===== config.mk =====
export PLATFORM = sky130hd
export DESIGN_NAME = rec_mem_arbiter
export DESIGN_NICKNAME = d
export VERILOG_FILES = /design/src/rtl/rec_mem_pkg.sv /design/src/rtl/rec_mem_arbiter_rr_pick.sv /design/src/rtl/rec_mem_arbiter.sv
export SDC_FILE = /design/constraint.sdc
export NUM_CORES = 1
export LEC_CHECK = 0
export CELL_PAD_IN_SITES_DETAIL_PLACEMENT = 1
export CELL_PAD_IN_SITES_GLOBAL_PLACEMENT = 1
export CORE_AREA = 8 8 95 97
export CTS_CLUSTER_DIAMETER = 100
export CTS_CLUSTER_SIZE = 14
export DETAILED_ROUTE_END_ITERATION = 6
export DIE_AREA = 0 0 103 105
export PLACE_DENSITY_LB_ADDON = 0.1
export SYNTH_ARGS = -nofsm -noshare
export SYNTH_HDL_FRONTEND = slang
export SYNTH_SLANG_ARGS = --single-unit

===== constraint.sdc =====
create_clock -name i_clk -period 4.15 [get_ports i_clk]
set_input_delay 0.83 -clock i_clk [delete_from_list [all_inputs] [get_ports i_clk]]
set_output_delay 0.83 -clock i_clk [all_outputs]
set_load 0.05 [all_outputs]

===== src/rtl/rec_mem_pkg.sv =====
// rec_mem_pkg: shared definitions for the record-BRAM arbiter.
// Contents: requester ids, default bus widths, FSM state encoding, lock
// counter width and a small modulo-increment helper for the round-robin
// pointer.
package rec_mem_pkg;

  // Requester ids (bit position in the request/grant vectors).
  localparam int REQ_SCS  = 0;  // checksum calculator
  localparam int REQ_SET  = 1;  // data-set writer
  localparam int REQ_SEND = 2;  // frame sender

  // Default BRAM geometry.
  localparam int DEF_AW = 10;
  localparam int DEF_DW = 8;

  // Lock watchdog counter width.
  localparam int LOCK_CNT_W = 8;

  typedef enum logic [0:0] {
    ST_IDLE   = 1'b0,
    ST_LOCKED = 1'b1
  } arb_state_t;

  // (idx + 1) mod n, for idx in [0, n-1].
  function automatic int wrap_inc(input int idx, input int n);
    return ((idx + 32'sd1) >= n) ? 32'sd0 : (idx + 32'sd1);
  endfunction

endpackage


===== src/rtl/rec_mem_arbiter_rr_pick.sv =====
// rr_pick: combinational round-robin picker.
// Scans the request vector starting at ptr and wrapping modulo NREQ; the
// first asserted request wins.
// Ports:
//   req  in  NREQ  request vector
//   ptr  in  PW    scan start position (0..NREQ-1)
//   gnt  out NREQ  one-hot winner (all zero when no request)
//   idx  out PW    winner index (0 when no request)
module rr_pick
  import rec_mem_pkg::*;
#(
  parameter int NREQ = 3,
  parameter int PW   = (NREQ > 1) ? $clog2(NREQ) : 1
) (
  input  logic [NREQ-1:0] req,
  input  logic [PW-1:0]   ptr,
  output logic [NREQ-1:0] gnt,
  output logic [PW-1:0]   idx
);

  logic          found;
  logic          hit;
  int            scan;
  logic [PW-1:0] pos;

  // Rotating priority scan; ptr < 2**PW < 2*NREQ so one wrap subtract suffices.
  always_comb begin
    gnt   = {NREQ{1'b0}};
    idx   = {PW{1'b0}};
    found = 1'b0;
    hit   = 1'b0;
    scan  = 32'sd0;
    pos   = {PW{1'b0}};
    for (int i = 0; i < NREQ; i++) begin
      scan = int'(ptr) + i;
      scan = (scan >= NREQ) ? (scan - NREQ) : scan;
      pos  = PW'(scan);
      hit  = req[pos] & ~found;
      gnt[pos] = gnt[pos] | hit;
      idx   = hit ? pos : idx;
      found = found | hit;
    end
  end

endmodule


===== src/rtl/rec_mem_arbiter.sv =====
// rec_mem_arbiter: request/grant arbiter for the single-port record BRAM
// shared by the checksum calculator, data-set writer and frame sender.
// Round-robin between requesters, optional burst lock guarded by a
// watchdog, and per-requester read-valid strobes RD_LAT cycles after grant.
// Ports:
//   i_clk, i_rst          clock, synchronous active-high reset
//   i_req/i_lock/i_we     per-requester request, keep-ownership, write flag
//   i_addr/i_wdata        packed per-requester address / write data
//   o_gnt                 one-hot grant, access happens in the same cycle
//   o_rvalid/o_rdata      read return strobe per requester, shared data
//   o_mem_*/i_mem_rdata   BRAM port
//   o_lock_timeout        one-cycle pulse when a lock is forcibly released
module rec_mem_arbiter
  import rec_mem_pkg::*;
#(
  parameter int NREQ     = 3,
  parameter int AW       = DEF_AW,
  parameter int DW       = DEF_DW,
  parameter int RD_LAT   = 1,
  parameter int LOCK_MAX = 255
) (
  input  logic               i_clk,
  input  logic               i_rst,
  input  logic [NREQ-1:0]    i_req,
  input  logic [NREQ-1:0]    i_lock,
  input  logic [NREQ-1:0]    i_we,
  input  logic [NREQ*AW-1:0] i_addr,
  input  logic [NREQ*DW-1:0] i_wdata,
  output logic [NREQ-1:0]    o_gnt,
  output logic [NREQ-1:0]    o_rvalid,
  output logic [DW-1:0]      o_rdata,
  output logic               o_mem_en,
  output logic               o_mem_we,
  output logic [AW-1:0]      o_mem_addr,
  output logic [DW-1:0]      o_mem_wdata,
  input  logic [DW-1:0]      i_mem_rdata,
  output logic               o_lock_timeout
);

  localparam int PW = (NREQ > 1) ? $clog2(NREQ) : 1;
  localparam logic [LOCK_CNT_W-1:0] LOCK_LIM = LOCK_CNT_W'(LOCK_MAX);

  arb_state_t            state;
  logic [PW-1:0]         rr_ptr;
  logic [PW-1:0]         owner;
  logic [LOCK_CNT_W-1:0] lock_cnt;
  logic [NREQ-1:0]       rd_pipe [RD_LAT];

  logic [NREQ-1:0]       pick_gnt;
  logic [PW-1:0]         pick_idx;
  logic [NREQ-1:0]       gnt;
  logic [PW-1:0]         sel;
  logic                  timeout;

  rr_pick #(
    .NREQ (NREQ),
    .PW   (PW)
  ) u_pick (
    .req (i_req),
    .ptr (rr_ptr),
    .gnt (pick_gnt),
    .idx (pick_idx)
  );

  // Grant decision: round-robin when idle, owner-only while locked.
  // Grants are suppressed while reset is asserted so the port stays quiet.
  always_comb begin
    gnt     = {NREQ{1'b0}};
    sel     = pick_idx;
    timeout = 1'b0;
    if (i_rst) begin
      gnt = {NREQ{1'b0}};
    end else begin
      case (state)
        ST_IDLE: begin
          gnt = pick_gnt;
        end
        ST_LOCKED: begin
          sel = owner;
          if (lock_cnt == LOCK_LIM) begin
            // Watchdog cycle: nobody is served, ownership is dropped.
            timeout = 1'b1;
          end else begin
            gnt[owner] = i_req[owner];
          end
        end
        default: begin
          gnt = {NREQ{1'b0}};
        end
      endcase
    end
  end

  // BRAM port mux: the granted requester's slice, zeros when idle.
  always_comb begin
    if (|gnt) begin
      o_mem_en    = 1'b1;
      o_mem_we    = i_we[sel];
      o_mem_addr  = i_addr[int'(sel)*AW +: AW];
      o_mem_wdata = i_wdata[int'(sel)*DW +: DW];
    end else begin
      o_mem_en    = 1'b0;
      o_mem_we    = 1'b0;
      o_mem_addr  = {AW{1'b0}};
      o_mem_wdata = {DW{1'b0}};
    end
  end

  // Read-return outputs; reset hides any read still in flight.
  always_comb begin
    if (i_rst) begin
      o_rvalid = {NREQ{1'b0}};
    end else begin
      o_rvalid = rd_pipe[RD_LAT-1];
    end
    if (|o_rvalid) begin
      o_rdata = i_mem_rdata;
    end else begin
      o_rdata = {DW{1'b0}};
    end
  end

  assign o_gnt          = gnt;
  assign o_lock_timeout = timeout;

  // Read tracking: one-hot requester tag per issued read, shifted RD_LAT deep.
  always_ff @(posedge i_clk) begin
    if (i_rst) begin
      for (int i = 0; i < RD_LAT; i++) begin
        rd_pipe[i] <= {NREQ{1'b0}};
      end
    end else begin
      rd_pipe[0] <= gnt & ~i_we;
      for (int i = 1; i < RD_LAT; i++) begin
        rd_pipe[i] <= rd_pipe[i-1];
      end
    end
  end

  // Arbitration FSM: round-robin pointer, lock ownership and watchdog.
  always_ff @(posedge i_clk) begin
    if (i_rst) begin
      state    <= ST_IDLE;
      rr_ptr   <= {PW{1'b0}};
      owner    <= {PW{1'b0}};
      lock_cnt <= {LOCK_CNT_W{1'b0}};
    end else begin
      case (state)
        ST_IDLE: begin
          if (|gnt) begin
            rr_ptr <= PW'(wrap_inc(int'(pick_idx), NREQ));
            if (i_lock[pick_idx]) begin
              state    <= ST_LOCKED;
              owner    <= pick_idx;
              lock_cnt <= {LOCK_CNT_W{1'b0}};
            end
          end
        end
        ST_LOCKED: begin
          if (timeout) begin
            state    <= ST_IDLE;
            lock_cnt <= {LOCK_CNT_W{1'b0}};
          end else begin
            lock_cnt <= lock_cnt + {{(LOCK_CNT_W-1){1'b0}}, 1'b1};
            // Dropping i_lock ends the burst whether or not the owner
            // made a final access this cycle. rr_ptr already points past
            // the owner, so the others are next in line.
            if (!i_lock[owner]) begin
              state <= ST_IDLE;
            end
          end
        end
        default: begin
          state <= ST_IDLE;
        end
      endcase
    end
  end

endmodule

# --- Word level (Yosys, flattened, before mapping) ---
# Memory sizes are Yosys's and may differ from the RTL's.
# Index checks and enable logic that the tools add are counted.
totals:
  ff_bits: 13
  mem_bits_rw: 3
  input_bits: 73
  output_inout_bits: 35
  elab_cells: 120
  memories: 1
memory_table:
  columns: ["memory", "depth", "word_bits", "rd", "rd_ports_with_merged_regs", "wr", "line_no", "rtl"]
  rows:
  - ["rd_pipe", 1, 3, 1, 0, 1, "rec_mem_arbiter.sv:47", "logic [NREQ-1:0] rd_pipe [RD_LAT];"]
classes:
  add_sub_neg: 7
  mul: 1
  n_lt_le_gt_ge: 14
  n_eq_ne: 3
  n_shift: 2
  mux: 65
  bitwise_logic: 13
  n_reduce_logical: 10
op_table:
  columns: ["op", "n"]
  rows:
  - ["8-bit two-way mux", 5]
  - ["30-bit by 7-bit variable part select with 10-bit output", 1]
  - ["1-bit two-way mux", 27]
  - ["24-bit by 6-bit variable part select with 8-bit output", 1]
  - ["1-bit binary-select mux with 2-bit select", 10]
  - ["2-bit by 3-bit less-than comparator with 1-bit output, second input constant", 6]
  - ["2-bit two-way mux", 9]
  - ["8-bit case mux with 2 select lines", 1]
  - ["3-bit two-way mux", 4]
  - ["10-bit two-way mux", 1]
  - ["3-bit bitwise AND", 3]
  - ["3-bit by 2-bit >= comparator with 1-bit output, second input constant", 3]
  - ["3-bit OR reduction", 3]
  - ["8-bit by 1-bit adder with 8-bit output, second input constant", 1]
  - ["1-bit demux with 2-bit select", 4]
  - ["8-bit == test, second input constant", 1]
  - ["2-bit by 1-bit >= comparator with 1-bit output, second input constant", 4]
  - ["2-bit by 1-bit adder with 3-bit output, second input constant", 2]
  - ["3-bit bitwise mux", 2]
  - ["3-bit case mux with 2 select lines", 1]
  - ["2-bit by 3-bit multiplier with 5-bit output, second input constant", 1]
  - ["1-bit logical AND", 4]
  - ["2-bit inequality test, second input constant", 2]
  - ["1-bit bitwise OR", 4]
  - ["other kinds (10)", 15]

# --- Longest topological paths before layout ---
# Gate-level depths: netlist of run 1.
logic_depth:
  ltp_word: 20
  ltp_mapped: 13
  depth_no_buf: 9

# --- By module ---
# Synthesis of run 1 repeated with hierarchy kept, for this count alone.
unflattened:
  cells_unflattened: 346
  hier_area_um2: 2374.8
modules_own_cells:
  columns: ["module", "n_inst", "cells_each", "area_each_um2", "seq_area_each_um2"]
  rows:
  - ["rec_mem_arbiter", 1, 310, 2118.3, 320.3]
  - ["rr_pick", 1, 36, 256.5, 0.0]

# --- Worst setup path before layout of run 1 ---
# Ideal clock, no wire load.
synth_timing:
  path_kind: "input port to output port"
  start: "input i_req[0]"
  end: "output o_mem_addr[0]"
  arrival_time_ns: 3.148
  required_ns: 3.320
  setup_slack_ns: 0.172
  cell_stages: 8
  n_path_buf: 2
  cell_sequence: "buf_6 -> nor2b_4 -> a211oi_2 -> a221oi_1 -> a211o_4 -> o211ai_2 -> clkbuf_1 -> o21a_1"
synth_between:
  elab_chain_len: 16
  elab_cells_between_ends: 36
  classes_between: "mul (1); shift (1); mux (23); bitwise (10); reduce/logical (1)"
synth_lines:
  columns: ["item", "line_no", "rtl"]
  rows:
  - ["from (decl)", "rec_mem_arbiter.sv:24", "input logic [NREQ-1:0] i_req,"]
  - ["parallel branches: the longest is 15 deep, another holds 2-bit by 3-bit multiplier with 5-bit output", null, null]
  - ["10-bit two-way mux *", "rec_mem_arbiter.sv:96", "if (|gnt) begin"]
  - ["to (decl)", "rec_mem_arbiter.sv:34", "output logic [AW-1:0] o_mem_addr,"]
# Every way passes the cells marked *. The select of a mux whose other input is x is not followed.

# --- Final worst setup path of run 1 ---
layout_timing:
  start: "input i_req[2]"
  end: "output o_mem_wdata[5]"
layout_between:
  elab_chain_len: 16
  elab_cells_between_ends: 35
  classes_between: "shift (1); mux (23); bitwise (10); reduce/logical (1)"
layout_lines:
  columns: ["item", "line_no", "rtl"]
  rows:
  - ["1-bit binary-select mux with 2-bit select", "rec_mem_arbiter_rr_pick.sv:38", "hit = req[pos] & ~found;"]
  - ["1-bit two-way mux (implied by the code)", "rec_mem_arbiter_rr_pick.sv:38", null]
  - ["1-bit bitwise OR", "rec_mem_arbiter_rr_pick.sv:39", "gnt[pos] = gnt[pos] | hit;"]
  - ["3-bit bitwise AND (no source line)", null, null]
  - ["1-bit binary-select mux with 2-bit select", "rec_mem_arbiter_rr_pick.sv:39", null]
  - ["1-bit two-way mux (implied by the code)", "rec_mem_arbiter_rr_pick.sv:39", null]
  - ["1-bit bitwise OR", "rec_mem_arbiter_rr_pick.sv:39", null]
  - ["3-bit bitwise mux", "rec_mem_arbiter_rr_pick.sv:39", null]
  - ["1-bit binary-select mux with 2-bit select", "rec_mem_arbiter_rr_pick.sv:39", null]
  - ["1-bit two-way mux (implied by the code)", "rec_mem_arbiter_rr_pick.sv:39", null]
  - ["1-bit bitwise OR", "rec_mem_arbiter_rr_pick.sv:39", null]
  - ["3-bit bitwise mux", "rec_mem_arbiter_rr_pick.sv:39", null]
  - ["3-bit case mux with 2 select lines", "rec_mem_arbiter.sv:74", "case (state)"]
  - ["3-bit two-way mux", "rec_mem_arbiter.sv:71", "if (i_rst) begin"]
  - ["3-bit OR reduction", "rec_mem_arbiter.sv:96", null]
  - ["8-bit two-way mux *", "rec_mem_arbiter.sv:96", null]
  - ["to (decl)", "rec_mem_arbiter.sv:35", "output logic [DW-1:0] o_mem_wdata,"]
# Every way passes the cells marked *; elsewhere a longest branch is shown, timed or not. The select of a mux whose other input is x is not followed.

==> results.sh, run 1 <==
export IMPL_yosys_cell_count_top_type="nor2_1"
export IMPL_cts_hold_buf=0
export IMPL_synth_edf_count=0
export IMPL_numCtsBuffers=3
export IMPL_htreeDepth=1
export IMPL_final_cell_area_mm2=0.00349
export IMPL_min_period_ns=3.99
export IMPL_area_delta_synth_final_pct=75.9
export IMPL_seq_power_share_pct=8.6
export IMPL_clock_path_buffers=2
export IMPL_grt_max_degree=39
export IMPL_cts_resized=0
export IMPL_io_pins=108
export IMPL_port_buffers=107
export IMPL_skew_ns=0.00625
export IMPL_crit_required_ns=3.32
export IMPL_p_sw_share_pct=50.7
export IMPL_die_w_um=103
export IMPL_final_util_pct=46.4
export IMPL_yosysUniqueCellTypes=59
export IMPL_endpoint_kind="primary output"
export IMPL_num_vias=2219
export IMPL_fin_tns_setup_ns=0
export IMPL_cp_arrival_ns=3.16
export IMPL_nets=436
export IMPL_fin_crit_sh_pct=96.1
export IMPL_overflow=0
export IMPL_initialDrtViolationCount=44
export IMPL_ys_flop_type="dfxtp_1"
export IMPL_worstSetupStartpointType="input pin"
export IMPL_drc_errors=0
export IMPL_comb_power_share_pct=86.6
export IMPL_gp_congestion=0.790
export IMPL_die_area_mm2=0.0108
export IMPL_synth_area_leader_cell="dfxtp_1"
export IMPL_wl_per_cell_um=16.3
export IMPL_cts_tree="done"
export IMPL_ys_seq_area_share_pct=16.1
export IMPL_synth_seq_cells=16
export IMPL_outcome="complete, no violations"
export IMPL_dpl_instance_area_mm2=0.00343
export IMPL_drive_gt1_share_pct=16.2
export IMPL_rows=32
export IMPL_start_util_pct=26.4
export IMPL_p_leak_nw=1.49
export IMPL_power_density_mw_per_mm2=690
export IMPL_antenna_found_initial=0
export IMPL_post_cts_setup_buffer_count=0
export IMPL_hold_class="register to register"
export IMPL_dp_hpwl_mm=6.22
export IMPL_synth_yosys_warnings=0
export IMPL_hold_viol_final=0
export IMPL_clk_pin_slew_ns=0.06
export IMPL_worstRegToRegCells=10
export IMPL_grt_usage_pct=14.0
export IMPL_setup_viol=0
export IMPL_synth_cell_area_mm2=0.00199
export IMPL_grt_pass1_wl_mm=12.3
export IMPL_ant_nets=0
export IMPL_p_clk_share_pct=4.8
export IMPL_synthCells=251
export IMPL_slew_headroom_pct=54.1
export IMPL_cts_sinks=16
export IMPL_grt_pass1_vias=2462
export IMPL_postSynthAreaPerCell_um2=7.91
export IMPL_viasPerCell=4.83
export IMPL_hold_path_depth=1
export IMPL_vdd_drop_max_mv=0.481
export IMPL_switchingPower_w=0.00122
export IMPL_maxSlewViolCount=0
export IMPL_cts_root_buf="clkbuf_8"
export IMPL_routed_wl_mm=7.47
export IMPL_fmax_mhz=251
export IMPL_synthArstFlopShare_pct=0
export IMPL_ys_top_cells_by_count="nor2_1 (36), mux2i_1 (25), and3_1 (21)"
export IMPL_critical_path_class="input pin to primary output"
export IMPL_grt_setup_unrepaired="no"
export IMPL_cap_violations=0
export IMPL_intPower_w=0.00119
export IMPL_diodes=0
export IMPL_clock_latency_ns=0.25
export IMPL_tightest_slew_ns=0.688
export IMPL_cp_max_fo=38
export IMPL_syn_nets=328
export IMPL_synth_top_area_share_pct=16.1
export IMPL_yosys_top_cells_area="dfxtp_1 (16%), mux2i_1 (13%), o21a_1 (7.6%)"
export IMPL_drt_pass1_iterations=4
export IMPL_coreArea_mm2=0.00753
export IMPL_dieHeight_um=105
export IMPL_fill_cells=887
[path summary, 6_finish.rpt]
path                     from              to  slack [ns]
setup reg to reg    rr_ptr[0]     lock_cnt[0]        1.06
hold / removal    lock_cnt[1]     lock_cnt[1]        0.53
setup / recovery     i_req[2]  o_mem_wdata[5]        0.16
hold reg to reg   lock_cnt[1]     lock_cnt[1]        0.53
[worst max-delay path, stage by stage]
cell	delay (ns)
clkdlybuf4s50_1	0.46
nor2b_2	0.18
buf_4	0.15
o41ai_4	0.36
o211a_4	0.26
mux2i_4	0.09
buf_12	0.20
mux2i_1	0.19
nor2_1	0.06
o21a_1	0.21
buf_12	0.15
[through the flow]
step           instances  setup WS, ns  hold slack, ns  total power [W]
2_1_floorplan        251         0.172           0.483          0.00145
3_3_place_gp         456         0.144           0.512          0.00229
3_5_place_dp         456         0.104           0.520          0.00231
4_1_cts              459        0.0985           0.536          0.00243
5_1_grt              459        0.0200           0.557          0.00255
6_report             459         0.163           0.529          0.00241
[routing by layer]
metal  vias up  wire (um)  track usage (%)  share of wire (%)
met2        79       3450             22.3                 46
met3         6        976             9.22                 13
met1      1018       2990             15.2                 40
li1       1116          -                -                  -
met5         -          0                0                  0
met4         0         48             2.48               0.64
[placed cells by master (no fill, tap or decap), drive strengths merged, types with 2 or more instances in the layout]
| cell | instances |
|---|---|
| clkdlybuf4s50 | 84 |
| buf | 37 |
| nor2 | 36 |
| mux2i | 25 |
| and3 | 21 |
| o21a | 20 |
| dfxtp | 16 |
| nand2 | 11 |
| inv | 10 |
| nor2b | 9 |
| and2 | 8 |
| nor3 | 7 |
| a22o | 6 |
| o21ai | 5 |
| nand3 | 4 |
| xnor2 | 4 |
| ha | 4 |
| a21oi | 4 |
| a211oi | 4 |
| clkbuf | 3 |
| mux2 | 3 |
| a31oi | 3 |
| o211ai | 3 |
| nand2b | 3 |
| nor4b | 2 |
| xor2 | 2 |
| nand4 | 2 |
| a221oi | 2 |
| nor3b | 2 |
[cells by family (layout without fill, tap and decap cells)]
group | after synthesis | count (layout) | share of synthesized area (%)
mux | 28 | 28 | 14.3
flops | 16 | 16 | 16.1
simple gates | 110 | 110 | 30.2
compound gates | 59 | 59 | 26.0
xor+xnor | 6 | 6 | 2.65
buf+inv | 28 | 134 | 8.13
fa+ha+maj | 4 | 4 | 2.52
[layout make-up]
class | count | area, um^2 | share of cell area (%)
Multi-Input combinational cell | 207 | 1540 | 43.9
Timing Repair Buffer | 121 | 1430 | 41.0
Sequential cell | 16 | 320 | 9.17
Tap cell | 102 | 128 | 3.65
Clock buffer | 3 | 41.3 | 1.18
Inverter | 10 | 37.5 | 1.07
[power by group through the flow]
stage | Clock [W] | Sequential, W | Combinational [W]
after global routing | 0.000127 | 0.000211 | 0.00221
final | 0.000116 | 0.000208 | 0.00209
after CTS | 0.000119 | 0.000208 | 0.00210
after global placement | 0 | 0.000209 | 0.00208
after detailed placement | 0 | 0.000210 | 0.00210
after floorplan | 0 | 0.000193 | 0.00126
[state kept, by name, indices dropped and copies added, names as in the netlist]
| register | count |
|---|---|
| lock_cnt | 8 |
| owner | 2 |
| rd_pipe | 3 |
| rr_ptr | 2 |
| state | 1 |
No activity file was read; power rests on OpenSTA's default activity.
==> inputs of run 2 (changes only) <==
SLEW_MARGIN = 25   (was not set)
==> results of run 2 <==
Final layout, timing and power as in run 1 (identical DEF).
==> patch 1: new RTL, flow settings as in run 1 <==
Change the package constant `DEF_DW` from 8 to 7.
--- a/src/rtl/rec_mem_pkg.sv
+++ b/src/rtl/rec_mem_pkg.sv
@@ -12,5 +12,5 @@
   // Default BRAM geometry.
   localparam int DEF_AW = 10;
-  localparam int DEF_DW = 8;
+  localparam int DEF_DW = 7;
 
   // Lock watchdog counter width.
Ports: changed (resized i_mem_rdata, i_wdata, o_mem_wdata and o_rdata); port bits go from 108 to 102. No check against the original RTL was run, so the function may have changed too.
==> patch 1 against run 1 <==
- setup slack improved by 0.0091 ns
- design area is 2.4% lower
- clock power increased by 21%
- total power fell by 1.7%
- final cell count is 2.2% lower
- synthesized area shrank 2.6%
- sequential cell count unchanged
- hold slack gained 0.0061 ns
- sequential share of layout area grew 0.23 points
- routed wire length up 5.0%
- critical path depth shrank 1
- largest cell class unchanged
- highest routed layer unchanged
==> patch 1: results (changes against run 1) <==
Run status
  – Status: completed (unchanged)

STA
  – Worst hold-check slack: 0.535 ns (was 0.529 ns)
  – Worst slew margin: 57.2% (was 54.1%)
  – Final number of hold-violating endpoints: 0 (unchanged)
  – Setup Skew: 0.00735 ns (was 0.00625 ns)
  – Max Freq: 251 MHz (about the same)

Place
  – Buffers added on ports: 101 (was 107)
  – HPWL after detailed placement: 6.40 mm (was 6.22 mm)
  – Pre-CTS setup slack: 0.0731 ns (was 0.104 ns)
  – RD Place Congestion: 0.780 (was 0.790)

Clocking
  – CTS max path bufs: 2 (unchanged)
  – Inserted Clock Buffers: 3 (unchanged)
  – Root Buffer: clkbuf_8 (unchanged)
  – CTS H-tree lvls: 1 (unchanged)
  – Clk slew on worst S/H paths: roughly 0.07 ns
  – Clock latency on the worst-skew pair: 0.25 ns (about the same)

Logic synthesis
  – Sequential-to-total area share from yosys stat: 16.6% (was 16.1%)
  – Ys async rst share: 0% (unchanged)
  – Syn Nets: 316 (was 328)
  – Post-synth top cells: nor2_1, mux2i_1, and3_1, o21a_1, dfxtp_1 (unchanged)
  – Yosys warnings: 0 (unchanged)
  – Yosys cell types: 61 (was 59)
  – Top post-synthesis cells by area: dfxtp_1, mux2i_1, o21a_1 (unchanged)

Routing
  – DRT antenna net count: 0 (unchanged)
  – Per-cell routed wire length: 17.5 um (was 16.3 um)
  – DR vias: 2207 (was 2219)
  – DRC Markers: 0 (unchanged)
  – DR pass1 iterations: 4 (unchanged)
  – Detailed Route Iter0 Violations: 53 (was 44)

Critical path
  – Slowest stage cell, crit path: clkdlybuf4s50_1 (unchanged)
  – Reg2reg start: rr_ptr[1] (was rr_ptr[0])
  – Family with the most delay on the worst path: compound AO/OA/AOI/OAI gates (was buffers and inverters)
  – FF-to-FF path depth: 10 (unchanged)
  – Crit Path Max Fanout: 19 (was 38)
  – CP max stage delay: 0.46 ns (about the same)
  – CP arrival: 3.15 ns (was 3.16 ns)
  – Reg2reg setup slack: 0.98 ns (was 1.06 ns)
  – R2r endpoint: lock_cnt[0] (unchanged)

GRT
  – Vias in the first global route: 2358 (was 2462)
  – Initial antenna violation count: 0 (unchanged)
  – Largest net degree at the start of global routing: 37 (was 39)
  – First-pass GRT wire length: 12.1 mm (was 12.3 mm)
  – Gr usage total: 14.0% (about the same)

Worst hold path
  – Hold path endpoint: lock_cnt[7] (was lock_cnt[1])
  – Hold depth: 1 (unchanged)
  – Hold wc startpoint: lock_cnt[7] (was lock_cnt[1])
  – Hold Crit Class: flip-flop to flip-flop (unchanged)

Cells and area
  – Ant diodes: 0 (unchanged)
  – Fill cells: 886 (was 887)
  – Biggest regs: lock_cnt (8), rd_pipe (3) (unchanged)
  – Layout cell share with drive strength beyond 1: 17.3% (was 16.2%)
  – Post-layout net count: 421 (was 436)

Power and ir drop
  – LEAKAGE: 1.46 nW (was 1.49 nW)
  – Peak supply drop: 0.392 mV (was 0.481 mV)
patch 1: logic make-up after synthesis:
| group | synth area share (%) |
|---|---|
| and+or+nand+nor | 29.6 |
| AOI/OAI and AO/OA | 26.7 |
| muxes | 15.0 |
| buffers and inverters | 6.79 |
| DFF | 16.6 |
| xor gates and xnor gates | 2.72 |
| adders and majority gates | 2.59 |
patch 1: where the power goes:
part	switching (mW)	internal [mW]	total (mW)
sequential	0.0309	0.177	0.208
combinational	1.11	0.909	2.02
clock	0.0559	0.0843	0.140
patch 1: layout make-up:
cell class	instances	area, um2	area share (%)
sequential	16	320	9.40
multi-input combinational	202	1510	44.4
clock buffer	4	55.1	1.62
timing repair buffer	115	1350	39.7
tap	102	128	3.74
inverter	10	37.5	1.10
patch 1: layer usage:
layer,global-route usage (%),vias up,share of wire [%],wire [um]
li1,-,1087,-,-
met1,15.4,1058,39,3060
met3,3.92,7,6.2,490
met5,0,-,0,0
met4,3.83,0,1.1,89
met2,25.2,55,54,4210
patch 1: per-stage QoR:
step,util (%),cell area [um2],cells
after global placement,44.1,3320,444
final,45.3,3410,449
after global routing,45.3,3410,449
after detailed placement,44.1,3320,444
after floorplan,-,1930,243
after CTS,44.8,3370,448
patch 1: how the worst max path moves through the flow:
stage | start | to | depth (start not counted)
floorplan | i_req[0] | o_mem_addr[0] | 9
CTS | i_req[0] | o_mem_we | 9
global placement | i_req[0] | o_mem_we | 9
detailed placement | i_req[0] | o_mem_wdata[5] | 9
global route | i_req[2] | o_mem_addr[3] | 11
finish | i_req[2] | o_mem_addr[9] | 10
patch 1: repair_timing:
| item | 4_1_cts | 5_1_grt |
|---|---|---|
| setup endpoints to repair | 0 | 18 |
| gates resized for setup | 0 | 5 |
| setup buffers | 0 | 0 |
| hold buffers | 0 | 0 |
==> patch 2: new RTL, config.mk and constraints of run 1 <==
Without the edit above. Register the output `o_lock_timeout`, without a reset; this adds one clock of latency there. The other outputs are not delayed to match. Comments in the files are not updated.
--- a/src/rtl/rec_mem_arbiter.sv
+++ b/src/rtl/rec_mem_arbiter.sv
@@ -122,5 +122,7 @@
 
   assign o_gnt          = gnt;
-  assign o_lock_timeout = timeout;
+  always_ff @(posedge i_clk) begin
+    o_lock_timeout <= timeout;
+  end
 
   // Read tracking: one-hot requester tag per issued read, shifted RD_LAT deep.
Check against the original RTL: no difference found for any inputs over 10 cycles, from zero or initial values and one cycle with i_rst high; that may be too few to reach the edited logic, so the function may still have changed.
==> patch 2 against run 1 <==
- sequential cell count up 1
- total power up 22%
- routed wire length up 15%
- sequential share of layout area up 0.33 points
- design area up 2.6%
- combinational power up 22%
- clock skew up 0.0044 ns
- synthesized area down 3.1%
- setup slack worse by 0.061 ns
- count of clock-buffer cells in the layout unchanged
- fmax down 1.5%
- global-route usage up 1.6 points
- critical path type unchanged
==> patch 2: results (changes against run 1) <==
Run status
  – Status: completed (unchanged)

Place
  – Pre-CTS setup slack: -0.0462 ns (was 0.104 ns)
  – DP Area: 0.00344 mm2 (was 0.00343 mm2)
  – RD Place Congestion: 0.819 (was 0.790)

GRT
  – Gr usage total: 15.5% (was 14.0%)
  – Global Route met3 Usage: 3.52% (was 9.22%)
  – First-pass GRT wire length: 13.7 mm (was 12.3 mm)
  – GRT met2 Usage: 29.2% (was 22.3%)

Cells and area
  – Inverters: 8 (was 10)
  – Sequential cell area: 340 um2 (was 320 um2)
  – Layout clock area frac: 1.36% (was 1.18%)
  – Non-clk bufs: 122 (was 121)
  – Fill cells: 925 (was 887)
  – Layout cell share with drive strength beyond 1: 26.9% (was 16.2%)
  – Final instance area: 0.00358 mm2 (was 0.00349 mm2)
  – Data buffer area share: 40.1% (was 41.0%)
  – Area of the multi-input gates: 0.00160 mm2 (was 0.00154 mm2)
  – Post-layout net count: 446 (was 436)

Critical path
  – CP max stage delay: 0.51 ns (was 0.46 ns)
  – Reg2reg setup slack: 1.20 ns (was 1.06 ns)
  – Worst Setup EP: o_mem_addr[2] (was o_mem_wdata[5])
  – Crit Path Max Fanout: 19 (was 38)
  – R2r endpoint: lock_cnt[5] (was lock_cnt[0])
  – CP arrival: 3.22 ns (was 3.16 ns)
  – Crit path launch: i_req[0] (was i_req[2])

Power and ir drop
  – Net switching fraction of the power: 54.2% (was 50.7%)
  – Combinational power share: 87.1% (was 86.6%)
  – LEAKAGE: 1.27 nW (was 1.49 nW)
  – Peak supply drop: 0.327 mV (was 0.481 mV)

Clocking
  – Resize count post-CTS: 2 (was 0)
  – Clk slew on worst S/H paths: 0.08 ns (was 0.06 ns)
  – # clock sinks: 17 (was 16)
  – Clock latency on the worst-skew pair: 0.27 ns (was 0.25 ns)

Logic synthesis
  – Top post-synthesis cells by area: dfxtp_1, nand3_1, a31oi_1 (was dfxtp_1, mux2i_1, o21a_1)
  – Post-synth top cells: nand3_1, a31oi_1, dfxtp_1, nand2_1, nor2_1 (was nor2_1, mux2i_1, and3_1, o21a_1, dfxtp_1)
  – Yosys cell types: 63 (was 59)
  – Avg Cell Area, Syn: 7.32 um2 (was 7.91 um2)
  – Post-synthesis compound-gate area fraction: 29.4% (was 26.0%)
  – Sequential-to-total area share from yosys stat: 17.7% (was 16.1%)
  – Syn Nets: 340 (was 328)

Routing
  – Per-cell routed wire length: 18.3 um (was 16.3 um)
  – Vias per inst: 5.20 (was 4.83)
  – Met3 WL post-DR: 540 um (was 976 um)
  – Wire length on met2: 4.62 mm (was 3.45 mm)
  – Detailed Route Iter0 Violations: 62 (was 44)
  – DRT met1 WL: 3.33 mm (was 2.99 mm)

STA
  – Worst slew margin: 59.0% (was 54.1%)
  – Final period demand of the worst path: 4.05 ns (was 3.99 ns)
[patch 2: cell count changes in the layout (fill, tap and decap cells not counted), moves of 4 or more]
cell	delta
mux2i_1	-22
o21a_1	-18
nor3_1	-4
a21oi_1	+7
nand2_1	+4
clkdlybuf4s50_1	-10
a31oi_2	+16
nor2_1	-23
and3_1	-20
a22o_1	-6
a311oi_2	+4
nand3_1	+56
xnor2_1	-4
buf_4	+8
[patch 2: worst min-delay path by stage]
stage / from / endpoint / slack (ns) / cells past startpoint
final: lock_cnt[1] / lock_cnt[1] / 0.49 / 2
after global routing: lock_cnt[1] / lock_cnt[1] / 0.54 / 2
after CTS: lock_cnt[1] / lock_cnt[1] / 0.49 / 2
after detailed placement: lock_cnt[1] / lock_cnt[1] / 0.48 / 2
after global placement: lock_cnt[1] / lock_cnt[1] / 0.47 / 2
after floorplan: lock_cnt[1] / lock_cnt[1] / 0.45 / 2
